<file path="src/rtl/pe_sched_pkg.sv">
// Shared state encoding and counter-width helpers for the input-channel-parallel PE
// scheduler and its raster position counter.
package pe_sched_pkg;

   typedef enum logic [2:0] {
      StIdle    = 3'd0,
      StIssue   = 3'd1,
      StWaitAck = 3'd2,
      StDrain   = 3'd3,
      StDone    = 3'd4
   } sched_state_e;

   // Width of a counter holding 0..n-1; never narrower than one bit.
   function automatic int unsigned cnt_width(input int unsigned n);
      return (n > 1) ? $clog2(n) : 1;
   endfunction

   localparam int unsigned DefDataWidth   = 72;
   localparam int unsigned DefColWidth    = cnt_width(5);
   localparam int unsigned DefRowWidth    = cnt_width(5);
   localparam int unsigned DefInflightW   = cnt_width(2 + 1);

endpackage

</file>
<file path="src/rtl/pe_incha_scheduler_if.sv">
// Window-stream (s_*) and PE handshake (pe_*) bundle for pe_incha_scheduler.
// The scheduler takes the slave side; the window source and PE model take the master side.
interface pe_incha_scheduler_if #(
   parameter int unsigned DATA_WIDTH = 72
) ();

   logic [DATA_WIDTH-1:0] s_data;
   logic                  s_valid;
   logic                  s_ready;
   logic [DATA_WIDTH-1:0] pe_data;
   logic                  pe_valid;
   logic                  pe_ready;
   logic                  pe_ack;
   logic                  pe_o_valid;

   modport slave (
      input  s_data, s_valid, pe_ready, pe_ack, pe_o_valid,
      output s_ready, pe_data, pe_valid
   );

   modport master (
      output s_data, s_valid, pe_ready, pe_ack, pe_o_valid,
      input  s_ready, pe_data, pe_valid
   );

endinterface

</file>
<file path="src/rtl/raster_pos_counter.sv">
// Column/row position of the next output window, advanced in raster order.
// last flags the final window of the OUT_WIDTH x OUT_HEIGHT map.
module raster_pos_counter
   import pe_sched_pkg::*;
#(
   parameter int unsigned OUT_WIDTH  = 5,
   parameter int unsigned OUT_HEIGHT = 5,
   parameter int unsigned ColW       = cnt_width(OUT_WIDTH),
   parameter int unsigned RowW       = cnt_width(OUT_HEIGHT)
) (
   input  logic            clk,
   input  logic            rst_n,
   input  logic            clear,
   input  logic            advance,
   output logic [ColW-1:0] col,
   output logic [RowW-1:0] row,
   output logic            last
);

   localparam logic [ColW-1:0] ColLast = ColW'(OUT_WIDTH - 1);
   localparam logic [RowW-1:0] RowLast = RowW'(OUT_HEIGHT - 1);

   logic [ColW-1:0] col_q, col_d;
   logic [RowW-1:0] row_q, row_d;
   logic            col_last, row_last;

   assign col_last = (col_q == ColLast);
   assign row_last = (row_q == RowLast);
   assign last     = col_last && row_last;
   assign col      = col_q;
   assign row      = row_q;

   always_comb begin
      col_d = col_q;
      row_d = row_q;
      if (clear) begin
         col_d = '0;
         row_d = '0;
      end else if (advance) begin
         if (col_last) begin
            col_d = '0;
            row_d = row_last ? '0 : row_q + 1'b1;
         end else begin
            col_d = col_q + 1'b1;
         end
      end
   end

   always_ff @(posedge clk or negedge rst_n) begin
      if (!rst_n) begin
         col_q <= '0;
         row_q <= '0;
      end else begin
         col_q <= col_d;
         row_q <= row_d;
      end
   end

endmodule

</file>
<file path="src/rtl/pe_incha_scheduler.sv">
// Issues one frame of convolution windows to a single PE and tracks outstanding results.
// Define PE_INCHA_SCHED_PERF_EN to add the stall_cnt / frame_cycles performance counters.
module pe_incha_scheduler
   import pe_sched_pkg::*;
#(
   parameter int unsigned DATA_WIDTH   = 72,
   parameter int unsigned OUT_WIDTH    = 5,
   parameter int unsigned OUT_HEIGHT   = 5,
   parameter int unsigned MAX_INFLIGHT = 2,
   parameter int unsigned ColW         = cnt_width(OUT_WIDTH),
   parameter int unsigned RowW         = cnt_width(OUT_HEIGHT)
) (
   input  logic                       clk,
   input  logic                       rst_n,
   input  logic                       start,
   input  logic                       abort,
   output logic                       busy,
   output logic                       frame_done,
   output logic                       err_ovf,
   output logic [ColW-1:0]            col,
   output logic [RowW-1:0]            row,
   pe_incha_scheduler_if.slave        bus
`ifdef PE_INCHA_SCHED_PERF_EN
   ,
   output logic [31:0]                stall_cnt,
   output logic [31:0]                frame_cycles
`endif
);

   localparam int unsigned     IfW   = cnt_width(MAX_INFLIGHT + 1);
   localparam logic [IfW-1:0]  MaxIf = IfW'(MAX_INFLIGHT);

   sched_state_e          state_q, state_d;
   logic [IfW-1:0]        inflight_q, inflight_d;
   logic                  pe_valid_q, pe_valid_d;
   logic                  err_q, err_d;
   logic [DATA_WIDTH-1:0] pe_data_q;
   logic                  start_take, xfer, ack_take, res_ok, pos_last, pos_clear;

   assign start_take = (state_q == StIdle) && start && !abort;
   // Gated by abort so no window is swallowed in the cycle the frame is torn down.
   assign bus.s_ready = (state_q == StIssue) && bus.pe_ready && (inflight_q < MaxIf) && !abort;
   assign xfer        = bus.s_valid && bus.s_ready;
   assign ack_take    = (state_q == StWaitAck) && bus.pe_ack && !abort;
   assign res_ok      = bus.pe_o_valid && (inflight_q != '0);
   assign pos_clear   = start_take || abort;

   assign busy         = (state_q != StIdle);
   assign frame_done   = (state_q == StDone);
   assign err_ovf      = err_q;
   assign bus.pe_valid = pe_valid_q;
   assign bus.pe_data  = pe_data_q;

   raster_pos_counter #(
      .OUT_WIDTH  (OUT_WIDTH),
      .OUT_HEIGHT (OUT_HEIGHT),
      .ColW       (ColW),
      .RowW       (RowW)
   ) u_pos (
      .clk     (clk),
      .rst_n   (rst_n),
      .clear   (pos_clear),
      .advance (ack_take),
      .col     (col),
      .row     (row),
      .last    (pos_last)
   );

   always_comb begin
      state_d    = state_q;
      pe_valid_d = pe_valid_q;
      case (state_q)
         StIdle:    if (start) state_d = StIssue;
         StIssue: begin
            if (xfer) begin
               state_d    = StWaitAck;
               pe_valid_d = 1'b1;
            end
         end
         StWaitAck: begin
            if (bus.pe_ack) begin
               pe_valid_d = 1'b0;
               state_d    = pos_last ? StDrain : StIssue;
            end
         end
         StDrain:   if (inflight_q == '0) state_d = StDone;
         StDone:    state_d = StIdle;
         default:   state_d = StIdle;
      endcase
      if (abort) begin
         state_d    = StIdle;
         pe_valid_d = 1'b0;
      end
   end

   always_comb begin
      inflight_d = inflight_q;
      err_d      = err_q;
      if (abort || start_take) begin
         inflight_d = '0;
      end else begin
         case ({ack_take, res_ok})
            2'b10:   inflight_d = inflight_q + 1'b1;
            2'b01:   inflight_d = inflight_q - 1'b1;
            default: inflight_d = inflight_q;
         endcase
      end
      if (start_take) begin
         err_d = 1'b0;
      end else if (bus.pe_o_valid && (inflight_q == '0)) begin
         err_d = 1'b1;
      end
   end

   always_ff @(posedge clk or negedge rst_n) begin
      if (!rst_n) begin
         state_q    <= StIdle;
         inflight_q <= '0;
         pe_valid_q <= 1'b0;
         err_q      <= 1'b0;
      end else begin
         state_q    <= state_d;
         inflight_q <= inflight_d;
         pe_valid_q <= pe_valid_d;
         err_q      <= err_d;
      end
   end

   always_ff @(posedge clk) begin
      if (xfer) pe_data_q <= bus.s_data;
   end

`ifdef PE_INCHA_SCHED_PERF_EN
   logic [31:0] stall_q, cyc_q;

   assign stall_cnt    = stall_q;
   assign frame_cycles = cyc_q;

   always_ff @(posedge clk or negedge rst_n) begin
      if (!rst_n) begin
         stall_q <= '0;
         cyc_q   <= '0;
      end else if (start_take) begin
         stall_q <= '0;
         cyc_q   <= '0;
      end else begin
         if ((state_q == StIssue) && bus.s_valid && !bus.s_ready && (stall_q != '1)) begin
            stall_q <= stall_q + 1'b1;
         end
         if ((state_q inside {StIssue, StWaitAck, StDrain}) && (cyc_q != '1)) begin
            cyc_q <= cyc_q + 1'b1;
         end
      end
   end
`endif

endmodule

</file>
<file path="src/flat_wrapper.sv">
// flat-port wrapper written by rule: the top's interface ports become plain ports
module pe_incha_scheduler_flat import pe_sched_pkg::*;
#(
   parameter int unsigned DATA_WIDTH   = 72,
   parameter int unsigned OUT_WIDTH    = 5,
   parameter int unsigned OUT_HEIGHT   = 5,
   parameter int unsigned MAX_INFLIGHT = 2,
   parameter int unsigned ColW         = cnt_width(OUT_WIDTH),
   parameter int unsigned RowW         = cnt_width(OUT_HEIGHT)
)
  (clk, rst_n, start, abort, busy, frame_done, err_ovf, col, row, bus_s_data, bus_s_valid, bus_pe_ready, bus_pe_ack, bus_pe_o_valid, bus_s_ready, bus_pe_data, bus_pe_valid);
  pe_incha_scheduler_if #(.DATA_WIDTH(DATA_WIDTH)) bus_i ();
  input  logic clk;
  input  logic rst_n;
  input  logic start;
  input  logic abort;
  output logic busy;
  output logic frame_done;
  output logic err_ovf;
  output logic [ColW-1:0] col;
  output logic [RowW-1:0] row;
  input wire logic [$bits(bus_i.s_data)-1:0] bus_s_data;
  input wire logic [$bits(bus_i.s_valid)-1:0] bus_s_valid;
  input wire logic [$bits(bus_i.pe_ready)-1:0] bus_pe_ready;
  input wire logic [$bits(bus_i.pe_ack)-1:0] bus_pe_ack;
  input wire logic [$bits(bus_i.pe_o_valid)-1:0] bus_pe_o_valid;
  output wire logic [$bits(bus_i.s_ready)-1:0] bus_s_ready;
  output wire logic [$bits(bus_i.pe_data)-1:0] bus_pe_data;
  output wire logic [$bits(bus_i.pe_valid)-1:0] bus_pe_valid;
  assign bus_i.s_data = bus_s_data;
  assign bus_i.s_valid = bus_s_valid;
  assign bus_i.pe_ready = bus_pe_ready;
  assign bus_i.pe_ack = bus_pe_ack;
  assign bus_i.pe_o_valid = bus_pe_o_valid;
  assign bus_s_ready = bus_i.s_ready;
  assign bus_pe_data = bus_i.pe_data;
  assign bus_pe_valid = bus_i.pe_valid;
  pe_incha_scheduler #(.DATA_WIDTH(DATA_WIDTH), .OUT_WIDTH(OUT_WIDTH), .OUT_HEIGHT(OUT_HEIGHT), .MAX_INFLIGHT(MAX_INFLIGHT), .ColW(ColW), .RowW(RowW)) u_core (.clk(clk), .rst_n(rst_n), .start(start), .abort(abort), .busy(busy), .frame_done(frame_done), .err_ovf(err_ovf), .col(col), .row(row), .bus(bus_i));
endmodule
</file>
<file path="config.mk">
export PLATFORM = sky130hd
export DESIGN_NAME = pe_incha_scheduler_flat
export DESIGN_NICKNAME = d
export VERILOG_FILES = /design/src/rtl/pe_sched_pkg.sv /design/src/rtl/pe_incha_scheduler_if.sv /design/src/rtl/raster_pos_counter.sv /design/src/rtl/pe_incha_scheduler.sv /design/src/flat_wrapper.sv
export SDC_FILE = /design/constraint.sdc
export NUM_CORES = 1
export LEC_CHECK = 0
export CORE_UTILIZATION = 41
export DETAILED_ROUTE_END_ITERATION = 8
export PLACE_DENSITY = 0.83
export SYNTH_ARGS = -nofsm -noshare
export SYNTH_HDL_FRONTEND = slang
export SYNTH_SLANG_ARGS = --single-unit
</file>
<file path="constraint.sdc">
create_clock -name clk -period 11.8 [get_ports clk]
set_clock_uncertainty 0.05 [all_clocks]
set_input_delay 2.95 -clock clk [delete_from_list [all_inputs] [get_ports clk]]
set_output_delay 2.95 -clock clk [all_outputs]
set_load 0.1 [all_outputs]
</file>
* Word level (Yosys, flattened, before mapping) *
Index checks and enable logic that the tools add are counted.

storage, ports and cells
  flip-flop bits (word level) = 85
  input port bits = 80

cells by class
  magnitude comparators = 1
  add/subtract/negate cells = 4
  eq/ne operators = 12
  mux-type cells = 22
  reductions and logical operators = 25

operator list
  cell                                                   count
  two-way mux 3 bit                                      12
  one-hot mux 3 bit (4 select lines)                     1
  logical AND 1 bit                                      11
  equality test 3 bit, second input constant             3
  nonzero test 3 bit                                     3
  nonzero test 2 bit                                     4
  adder 3 x 1 -> 3 bit, second input constant            2
  equality test 3 x 2 -> 1 bit, second input constant    2
  inequality test 3 x 2 -> 1 bit, second input constant  2
  inequality test 3 bit, second input constant           2
  two-way mux 1 bit                                      5
  two-way mux 2 bit                                      2
  one-hot mux 2 bit (2 select lines)                     1
  AND reduction 4 bit                                    1
  equality test 3 x 1 -> 1 bit, second input constant    1
  logical NOT 3 bit                                      1
  AND reduction 3 bit                                    1
  adder 2 x 1 -> 2 bit, second input constant            1
  equality test 2 x 1 -> 1 bit, second input constant    1
  equality test 2 bit, second input constant             1
  logical NOT 2 bit                                      1
  < comparator 2 bit, second input constant              1
  one-hot mux 1 bit (2 select lines)                     1
  AND reduction 2 bit                                    1
  other kinds (3)                                        3

* Logic depth before layout (Yosys ltp) *
  depth after elaboration = 8
  depth in mapped cells = 8

* Hierarchy *
From an unflattened synthesis, not the netlist that was laid out.

unflattened totals
  cell total of the unflattened synthesis = 154
  area total of the unflattened synthesis = 2,969.1 sq um

modules (own cells, without submodules)
  module              cells each  area each (sq um)  instances
  pe_incha_scheduler  120         2,626.3            1
  raster_pos_counter  34          342.8              1

* Worst setup path before layout *
No wires, ideal clock.

  kind = input to output
  from = in abort
  to = out bus_s_ready
  stages = 3
  arrival time = 6,490 ps
  data required time = 8,800 ps
  setup slack = 2,310 ps
  path buffers = 0
  cell sequence = nor2_1 nand2_1 nor4b_1

between the ends
  longest elaborated chain between the ends = 2

ends and longest elaborated chain
  what               RTL line                  RTL
  from (decl)        flat_wrapper.sv:16        input logic abort;
  logical NOT 1 bit  pe_incha_scheduler.sv:42  assign bus.s_ready = (state_q == StIssue) && bus.pe_ready && (inflight_q < MaxIf) && !abort;
  logical AND 1 bit  pe_incha_scheduler.sv:42
  to (decl)          flat_wrapper.sv:27        output wire logic [$bits(bus_i.s_ready)-1:0] bus_s_ready;

No other way between the ends.

* Worst setup path after layout *
Ends and elaborated chain as after synthesis.

==> key figures <==
Run status
  – Status: complete, no violations

Die
  – Die footprint: between 0.007 and 0.008 mm2
  – Die Ht: 86.96 um
  – Row count: 30
  – Initial Utilization: 0.4308
  – Die span in x: around 87 um
  – Ports: between 150 and 200
  – CORE AREA: between 0.006 and 0.007 mm2

Yosys
  – Syn Nets: between 200 and 250
  – Gate Count Post-Synth: approximately 160
  – Synth Warn #: 0
  – Flop and latch count out of synthesis: 85
  – Cell area after synthesis: slightly below 0.003 mm2
  – Sequential fraction of the synthesis area: 0.8406
  – Cell variety after synth: 34
  – Syn_area_per_cell: ~19 um2

Pwr
  – Net Sw Frac: 0.2328
  – Switching pwr: roughly 150 uW
  – Combinational share of power: 0.119
  – Peak supply drop: ~0.077 mV
  – Power per cell area: about 130 mW/mm2
  – Flop pwr share: 0.528
  – Leak: between 0.0015 and 0.002 uW
  – Clock network fraction of design power: 0.353
  – Power Internal: between 400 and 500 uW

STA
  – RSZ-0062 raised after global routing: no
  – Setup violations, final: 0
  – Endpoints failing hold: 0
  – PnR worst setup slack: between 3000 and 4000 ps
  – Final critical path time including I/O delays and setup: 8663 ps
  – Maximum clock frequency: between 0.1 and 0.15 GHz
  – Slew headroom: 0.3119
  – Sum of negative setup slack: 0 ps
  – Hold WS: ~500 ps
  – Slew Viols, Final: 0
  – Period utilization: 0.7341
  – Worst slew pin tran: 1029 ps

Place
  – Post-place setup slack: around 3100 ps
  – RePlAce Congestion: roughly 0.86
  – Inst Count DP: 415
  – Dpl hpwl: a little over 5 mm
  – Post-DP Area: 0.004710 mm2
  – Port buffer count: 162

Critical path
  – Crit end category: output pin
  – Worst setup path category: in2out
  – Critical path launch point type: input port
  – Critical Path AT: 5660 ps
  – Worst-path maximum fanout: 8
  – Worst endpoint required time: ~9000 ps

Finish
  – Final nets: 415
  – Commonest non-fill, non-tap cell in the layout: clkdlybuf4s50_1
  – Design Area, Final: a little under 0.005 mm2
  – N_diodes: 0
  – Commonest cells after routing, fill and taps aside: clkdlybuf4s50_1, edfxtp_1, dfrtp_1, a21oi_1
  – Share of cells above drive strength 1: 0.07164
  – Finished Layout Cells: approximately 430
  – Layout overhead on the synthesized area: 66.60%
  – Fillers: 441

Detailed routing
  – Wire per inst: approximately 16 um
  – First-pass DRT Iterations: 5
  – Via count: slightly above 2000
  – Via density: 4.759
  – Final ANT Viol Nets: 0
  – DR iter-0 viols: 96
  – # DRC: 0
  – Total Wirelength: slightly below 7 mm

Min path
  – Worst Hold Class: reg2reg

Clocking
  – CTS H-tree depth: 3
  – Maximum buffer depth of the clock tree: 2
  – Clk_lat worst skew: about 340 ps
  – TritonCTS clock tree: done
  – CTS Buf Count: 9
  – Clk slew on worst S/H paths: around 90 ps
  – Post-CTS Setup Inserts: 0
  – Root buf cell: clkbuf_8
  – Hold buffers post-CTS: 0
  – CTS resizes: 0
  – CTS Sinks: 85

GRT
  – Initial antenna violation count: 0
  – Largest net degree at the start of global routing: between 50 and 60
  – Congestion Overflow GR: 0
  – Number of global-route vias before repair: 1913
  – GR Util All Layers: 0.1749
  – First-pass GRT wire length: 9.618 mm

Flow run
  – Max-cap violations: 0
## power by group through the flow
| stage | Sequential, uW | Combinational, uW | Clock (uW) |
|---|---|---|---|
| after global placement | 340 | 73.7 | 0 |
| after detailed placement | 340 | 75.1 | 0 |
| after floorplan | 368 | 10.1 | 0 |
| after CTS | 333 | 75.3 | 229 |
| final | 333 | 74.9 | 223 |
| after global routing | 333 | 77.7 | 241 |
## state kept, by name (all words and copies together) (netlist names)
| name | cells |
|---|---|
| u_core.u_pos.row | 3 |
| u_core.state_q | 3 |
| u_core.bus.pe_valid | 1 |
| u_core.bus.pe_data | 72 |
| u_core.inflight_q | 2 |
| u_core.u_pos.col | 3 |
| u_core.err_ovf | 1 |
## layout make-up
type / instances / area [um2] / share of cell area
multi-input cells: 64 / 442.9 / 0.08985
flip-flops and latches: 85 / 2487 / 0.5046
clock buffers: 10 / 127.6 / 0.02589
clock inverters: 6 / 92.59 / 0.01878
inverters: 6 / 22.52 / 0.004569
repair buffers: 164 / 1637 / 0.3320
well taps: 96 / 120.1 / 0.02437
## layer usage
metal  global-route usage  vias up  routed length (um)  share of wire
met5                    0        -                   0              0
met4              0.08182        0                 132          0.020
met3              0.06066       15                 763           0.11
met2               0.3006      133                3415           0.51
met1               0.1950      949                2441           0.36
li1                     -      954                   -              -
## cell usage after synthesis (all sizes together)
| cell type | instances | area (um2) |
|---|---|---|
| nand4b | 1 | 8.760 |
| or3 | 2 | 13.77 |
| nor4b | 1 | 8.760 |
| nand3b | 2 | 15.01 |
| mux4 | 1 | 22.52 |
| and2 | 3 | 20.02 |
| nor2 | 5 | 18.77 |
| or2 | 2 | 12.52 |
| edfxtp | 72 | 2162 |
| xnor2 | 1 | 8.760 |
| xor2 | 1 | 8.760 |
| clkbuf | 1 | 3.750 |
| nand4bb | 1 | 11.26 |
| nand3 | 4 | 20.02 |
| inv | 6 | 22.52 |
| buf | 1 | 7.510 |
| nand4 | 1 | 6.260 |
| nand2 | 2 | 7.510 |
| a31oi | 2 | 12.51 |
| a31o | 1 | 8.760 |
| or4b | 1 | 10.01 |
| a21oi | 10 | 50.05 |
| o31ai | 1 | 7.510 |
| dfrtp | 13 | 325.3 |
| a2111oi | 1 | 8.760 |
| nor3 | 4 | 20.02 |
| o21bai | 1 | 11.26 |
| nor4bb | 1 | 10.01 |
| and3b | 1 | 8.760 |
| ha | 5 | 62.56 |
| o21ai | 9 | 45.04 |
## per-stage QoR
stage	util	power [uW]
2_1_floorplan	-	377.8
3_3_place_gp	0.6856	413.2
3_5_place_dp	0.6856	414.9
4_1_cts	0.7177	637.4
5_1_grt	0.7177	651.8
6_report	0.7177	630.6
## critical path, cell delays in order
cell             delay, ps
clkdlybuf4s50_1        490
nor2_1                 450
nand2_1                210
nor4b_1                360
clkdlybuf4s50_1       1200
## final timing paths
check	start	end	cells after the start	slack [ps]
worst max-delay path	abort	bus_s_ready	5	3140
worst min-delay path	u_core.bus.pe_valid$_DFFE_PN0P_	u_core.bus.pe_valid$_DFFE_PN0P_	2	510
worst max register to register	u_core.state_q[2]$_DFFE_PN0P_	u_core.bus.pe_data[71]$_DFFE_PP_	4	9400
worst min register to register	u_core.bus.pe_valid$_DFFE_PN0P_	u_core.bus.pe_valid$_DFFE_PN0P_	2	510
max in group asynchronous	rst_n	u_core.inflight_q[0]$_DFFE_PN0P_	1	8400
min in group asynchronous	rst_n	u_core.bus.pe_valid$_DFFE_PN0P_	1	2910
## kinds of logic after synthesis
family                     share of synthesized area
adders and majority gates                    0.02114
and+or+nand+nor                              0.06470
buffers and inverters                        0.01142
xor gates and xnor gates                    0.005921
AOI/OAI and AO/OA                            0.04863
muxes                                       0.007610
DFF                                           0.8406
Power figures use the tool's default switching activity.
